[src/rtl/washer_pkg.sv]
// Shared state encoding for the washing machine sequencer.
package washer_pkg;

   typedef logic [2:0] state_t;

   localparam state_t ST_IDLE      = 3'd0;
   localparam state_t ST_FILL      = 3'd1;
   localparam state_t ST_DETERGENT = 3'd2;
   localparam state_t ST_WASH      = 3'd3;
   localparam state_t ST_DRAIN     = 3'd4;
   localparam state_t ST_SPIN      = 3'd5;
   localparam state_t ST_DONE      = 3'd6;

endpackage

[src/rtl/washing_machine.sv]
// Moore sequencer for one wash program: fill, detergent, wash, drain, rinse, spin, done.
//
//  state     | meaning
//  ----------+----------------------------------------------------------
//  IDLE      | waiting for start with the door closed
//  FILL      | inlet valve open until the drum reaches level
//  DETERGENT | waiting for the dispenser (first pass only)
//  WASH      | agitation, soap wash or rinse depending on the flags
//  DRAIN     | pump running until the drum is empty
//  SPIN      | final spin with the pump on
//  DONE      | program complete, door released, wait for door to open
module washing_machine
   import washer_pkg::*;
(
   input  logic clk,
   input  logic reset,
   input  logic door_close,
   input  logic start,
   input  logic filled,
   input  logic detergent_added,
   input  logic cycle_timeout,
   input  logic drained,
   input  logic spin_timeout,
   output logic door_lock,
   output logic motor_on,
   output logic fill_valve_on,
   output logic drain_valve_on,
   output logic done,
   output logic soap_wash,
   output logic water_wash
);

   state_t state;
   logic   soap_flag;
   logic   water_flag;

   always_ff @(posedge clk or posedge reset) begin
      if (reset) begin
         state      <= ST_IDLE;
         soap_flag  <= 1'b0;
         water_flag <= 1'b0;
      end else begin
         case (state)
            ST_IDLE: begin
               if (start && door_close) state <= ST_FILL;
            end
            ST_FILL: begin
               if (filled) begin
                  // a second fill after the soap wash is the rinse
                  if (soap_flag) begin
                     state      <= ST_WASH;
                     water_flag <= 1'b1;
                  end else begin
                     state <= ST_DETERGENT;
                  end
               end
            end
            ST_DETERGENT: begin
               if (detergent_added) begin
                  state     <= ST_WASH;
                  soap_flag <= 1'b1;
               end
            end
            ST_WASH: begin
               if (cycle_timeout) state <= ST_DRAIN;
            end
            ST_DRAIN: begin
               if (drained) state <= water_flag ? ST_SPIN : ST_FILL;
            end
            ST_SPIN: begin
               if (spin_timeout) state <= ST_DONE;
            end
            ST_DONE: begin
               if (!door_close) begin
                  state      <= ST_IDLE;
                  soap_flag  <= 1'b0;
                  water_flag <= 1'b0;
               end
            end
            default: state <= ST_IDLE;
         endcase
      end
   end

   always_comb begin
      door_lock      = 1'b0;
      motor_on       = 1'b0;
      fill_valve_on  = 1'b0;
      drain_valve_on = 1'b0;
      done           = 1'b0;
      case (state)
         ST_FILL: begin
            door_lock     = 1'b1;
            fill_valve_on = 1'b1;
         end
         ST_DETERGENT: door_lock = 1'b1;
         ST_WASH: begin
            door_lock = 1'b1;
            motor_on  = 1'b1;
         end
         ST_DRAIN: begin
            door_lock      = 1'b1;
            drain_valve_on = 1'b1;
         end
         ST_SPIN: begin
            door_lock      = 1'b1;
            motor_on       = 1'b1;
            drain_valve_on = 1'b1;
         end
         ST_DONE: done = 1'b1;
         default: ;
      endcase
   end

   assign soap_wash  = soap_flag;
   assign water_wash = water_flag;

endmodule

[config.mk]
export PLATFORM = sky130hd
export DESIGN_NAME = washing_machine
export DESIGN_NICKNAME = d
export VERILOG_FILES = /design/src/rtl/washer_pkg.sv /design/src/rtl/washing_machine.sv
export SDC_FILE = /design/constraint.sdc
export NUM_CORES = 1
export LEC_CHECK = 0
export ABC_AREA = 1
export CAP_MARGIN = 0
export CORE_AREA = 2 2 39 41
export DETAILED_ROUTE_END_ITERATION = 8
export DIE_AREA = 0 0 41 43
export SETUP_SLACK_MARGIN = 0.2
export SYNTH_ARGS = -nofsm -noshare
export SYNTH_HDL_FRONTEND = slang
export SYNTH_SLANG_ARGS = --single-unit
[constraint.sdc]
create_clock -name clk -period 2.2 [get_ports clk]
set_input_delay 0.22 -clock clk [delete_from_list [all_inputs] [get_ports clk]]
set_output_delay 0.22 -clock clk [all_outputs]
set_load 0.03 [all_outputs]
==> results of run 1 <==
-- registers in the layout, summed over array words and instances, names as in the netlist --
register,flops
soap_wash,1
state,3
water_wash,1
-- where the power goes --
group | internal [mW] | switching, mW
logic | 0.233 | 0.357
registers | 0.141 | 0.0834
clock network | 0.0684 | 0.0343
total | 0.443 | 0.474
-- area by class of cell --
cell class / count / area, um^2 / share of cell area [%]
Tap cell: 16 / 20.02 / 3.113
Clock buffer: 4 / 26.28 / 4.086
Sequential cell: 5 / 127.6 / 19.84
Multi-Input combinational cell: 52 / 254.0 / 39.49
Inverter: 16 / 60.06 / 9.339
Timing Repair Buffer: 15 / 155.1 / 24.12
-- timing repair --
action                                  4_1_cts  5_1_grt
endpoints found under the setup margin        3        2
resized for setup                             2        2
hold endpoints to repair                      0        0
-- metrics by stage --
stage	instance area (um^2)	std cells	hold slack, ns	power, mW	util [%]
global route	643.1	108	0.1853	1.015	46.47
floorplan	461.7	75	-0.001479	0.6622	-
CTS	638.1	108	0.1749	0.9327	46.11
global placement	609.3	104	0.4310	0.8210	44.03
finish	643.1	108	0.1725	0.9174	46.47
detailed placement	609.3	104	0.4327	0.8177	44.03
-- cells by family after synthesis --
group                  count (synthesis)  synth area share [%]
AOI/OAI and AO/OA                      7                 8.672
buffers and inverters                 18                 17.88
DFF                                    5                 27.10
and+or+nand+nor                       45                 46.34
-- synthesized netlist by cell type --
| cell | instances |
|---|---|
| nand2_1 | 22 |
| inv_1 | 15 |
| nand3_1 | 7 |
| nor2_1 | 7 |
| dfrtp_1 | 5 |
| o21ai_0 | 4 |
| nand2_2 | 3 |
| buf_6 | 2 |
| nor2_2 | 2 |
| nor2_4 | 2 |
| a21boi_0 | 1 |
| a21oi_1 | 1 |
| inv_2 | 1 |
| nand3_2 | 1 |
| nand4_1 | 1 |
| o211ai_1 | 1 |
-- how the worst max path moves through the flow --
stage                                     from            end  slack, ns  cells past startpoint
after floorplan           state[1]$_DFFE_PP0P_      door_lock       0.68                      3
after global placement    state[1]$_DFFE_PP0P_           done       0.42                      3
after detailed placement  state[0]$_DFFE_PP0P_  fill_valve_on       0.41                      5
after CTS                 state[2]$_DFFE_PP0P_       motor_on       0.24                      5
after global routing      state[1]$_DFFE_PP0P_      door_lock       0.21                      3
final                     state[1]$_DFFE_PP0P_      door_lock       0.30                      3
-- metal layers --
| layer | track usage (%) | up-vias | routed length, um |
|---|---|---|---|
| li1 | - | 262 | - |
| met1 | 20.26 | 201 | 483 |
| met2 | 20.00 | 10 | 441 |
| met3 | 4.712 | 0 | 46 |
| met4 | 6.000 | 0 | 0 |
| met5 | 0 | - | 0 |
==> report_table.html, run 1 <==
<table>
<tr><th>Metric</th><th>Value</th></tr>
<tr><th colspan="2">Synthesis</th></tr>
<tr><td>Average instance area after synthesis</td><td>6.156 um^2</td></tr>
<tr><td>Post-Syn Area</td><td>461.7 um^2</td></tr>
<tr><td>Total nets after synthesis</td><td>84</td></tr>
<tr><td>Share of Yosys cell area claimed by the top area cell type</td><td>27.10%</td></tr>
<tr><td>Count of warnings emitted by yosys</td><td>0</td></tr>
<tr><td>Proportion of synthesized chip area in sequential cells</td><td>27.10%</td></tr>
<tr><td>Post-synthesis register bit count</td><td>5</td></tr>
<tr><td>Synth area leader</td><td>dfrtp_1</td></tr>
<tr><td>Gate count of the mapped netlist</td><td>75</td></tr>
<tr><td>Most area-consuming cells after synthesis</td><td>dfrtp_1, nand2_1, inv_1</td></tr>
<tr><td>Number of distinct library cells after synthesis</td><td>16</td></tr>
<tr><th colspan="2">Pwr</th></tr>
<tr><td>Static power due to leakage</td><td>0.3757 nW</td></tr>
<tr><td>Power density over the cells</td><td>1426 nW/um^2</td></tr>
<tr><td>Max rail drop VDD</td><td>0.7245 mV</td></tr>
<tr><th colspan="2">Placement</th></tr>
<tr><td>Placement-stage worst setup slack</td><td>0.4084 ns</td></tr>
<tr><td>Global placement routability congestion</td><td>0.7708</td></tr>
<tr><td>Detailed placement HPWL</td><td>786 um</td></tr>
<tr><td>Port bufs</td><td>15</td></tr>
<tr><th colspan="2">Layout</th></tr>
<tr><td>Most common library cell in the layout ignoring fill and taps</td><td>nand2_1</td></tr>
<tr><td>Antenna Diode Count</td><td>0</td></tr>
<tr><td>Leading cell types in the layout, fill and taps excluded</td><td>nand2_1, inv_1, clkdlybuf4s50_1</td></tr>
<tr><td>Fraction of layout cells with a size suffix above 1</td><td>15.22%</td></tr>
<tr><td>Area Growth Syn to Fin</td><td>39.30%</td></tr>
<tr><td>NumNets Final</td><td>102</td></tr>
<tr><td>Layout filler cell count</td><td>151</td></tr>
<tr><th colspan="2">STA</th></tr>
<tr><td>Final-layout setup total negative slack</td><td>0 ns</td></tr>
<tr><td>Hold violation total from the final report</td><td>0</td></tr>
<tr><td>Setup violation total in the final timing report</td><td>0</td></tr>
<tr><td>RSZ-0062 raised after global routing</td><td>no</td></tr>
<tr><td>Highest attainable clock frequency</td><td>525.7 MHz</td></tr>
<tr><td>Slew @ Worst Pin</td><td>0.3287 ns</td></tr>
<tr><td>Final worst slack</td><td>0.2980 ns</td></tr>
<tr><td>Shortest period the worst path allows</td><td>1.902 ns</td></tr>
<tr><td>Slew Limit Fails</td><td>0</td></tr>
<tr><td>Worst clock skew</td><td>0.004711 ns</td></tr>
<tr><td>Slew Limit Headroom</td><td>78.05%</td></tr>
<tr><td>Final clock period utilization by the worst path</td><td>86.46%</td></tr>
<tr><th colspan="2">Setup path</th></tr>
<tr><td>Delay of the slowest cell on the worst path</td><td>0.68 ns</td></tr>
<tr><td>Logic depth of the worst register-to-register path</td><td>8</td></tr>
<tr><td>Required time reported for the critical path endpoint</td><td>1.98 ns</td></tr>
<tr><td>Endpoint type of the worst setup path</td><td>primary output</td></tr>
<tr><td>Arrival time at the worst endpoint</td><td>1.68 ns</td></tr>
<tr><td>Maximum fanout along the worst path</td><td>8</td></tr>
<tr><td>Worst setup SP type</td><td>flop</td></tr>
<tr><td>Worst reg-to-reg setup slack</td><td>0.99 ns</td></tr>
<tr><td>CP Buf/Inv Count</td><td>1</td></tr>
<tr><td>Slowest CP cell</td><td>clkdlybuf4s50_1</td></tr>
<tr><td>R2r endpoint</td><td>state[0]$_DFFE_PP0P_</td></tr>
<tr><td>Critical path cell sequence</td><td>nand2_1, a21boi_0, clkdlybuf4s50_1</td></tr>
<tr><td>Launch point of the worst reg-to-reg path</td><td>state[0]$_DFFE_PP0P_</td></tr>
<tr><td>Crit path max-delay family</td><td>buffers and inverters</td></tr>
<tr><td>Crit Path Class</td><td>reg2out</td></tr>
<tr><th colspan="2">Floorplanning</th></tr>
<tr><td>Overall die area</td><td>1763 um^2</td></tr>
<tr><td>Height of the die</td><td>43 um</td></tr>
<tr><td># IOs</td><td>16</td></tr>
<tr><td>Die boundary width</td><td>41 um</td></tr>
<tr><td>Placeable core region</td><td>1384 um^2</td></tr>
<tr><td>Std-Cell Rows</td><td>14</td></tr>
<tr><td>Starting density of the core</td><td>33.36%</td></tr>
<tr><th colspan="2">Route</th></tr>
<tr><td>Number of iterations in the first detailed-routing pass</td><td>3</td></tr>
<tr><td>Routed Wire Length</td><td>971 um</td></tr>
<tr><td>Number of nets with antenna violations after routing</td><td>0</td></tr>
<tr><td>Vias after detailed routing</td><td>473</td></tr>
<tr><td>DRC</td><td>0</td></tr>
<tr><td>Per-cell via count in the routed design</td><td>4.380</td></tr>
<tr><td>Routed WL per cell</td><td>8.991 um</td></tr>
<tr><td>Initial detailed-routing violation count</td><td>5</td></tr>
<tr><th colspan="2">CTS</th></tr>
<tr><td>Worst-skew pair later-pin latency</td><td>0.24 ns</td></tr>
<tr><td>Count of hold buffers inserted by post-cts repair</td><td>0</td></tr>
<tr><td>Count of H-tree levels built during CTS</td><td>1</td></tr>
<tr><td>Setup bufs post-CTS</td><td>0</td></tr>
<tr><td>Clock buffers created by TritonCTS</td><td>3</td></tr>
<tr><td>Number of sinks driven by the clock tree</td><td>5</td></tr>
<tr><td>Maximum count of clock buffers along a single path</td><td>2</td></tr>
<tr><td>Clock tree root driver cell</td><td>clkbuf_4</td></tr>
<tr><td>Clock-pin transition on the worst setup and hold timing paths</td><td>0.04 ns</td></tr>
<tr><td>CTS tree</td><td>built</td></tr>
<tr><th colspan="2">Min path</th></tr>
<tr><td>Classification of the worst-slack hold path</td><td>in2async</td></tr>
<tr><th colspan="2">Run</th></tr>
<tr><td>Reported max-cap violation count</td><td>0</td></tr>
<tr><th colspan="2">Global route</th></tr>
<tr><td>Number of global-route vias before repair</td><td>421</td></tr>
<tr><td>Largest net degree at the start of global routing</td><td>10</td></tr>
<tr><td>All-Layer GR Usage</td><td>14.53%</td></tr>
<tr><td>Initial antenna violation count</td><td>0</td></tr>
<tr><td>Wire length of the first global-routing pass</td><td>1.738 mm</td></tr>
<tr><td>Remaining global-route overflow</td><td>0</td></tr>
<tr><th colspan="2">Status</th></tr>
<tr><td>Status</td><td>completed</td></tr>
</table>
(Power assumes the default switching activity.)
==> run 2: changes to the inputs <==
- CTS_CLUSTER_SIZE: unset -> 40
==> results of run 2 <==
The final DEF is identical to that of run 1; final timing and power are the same.
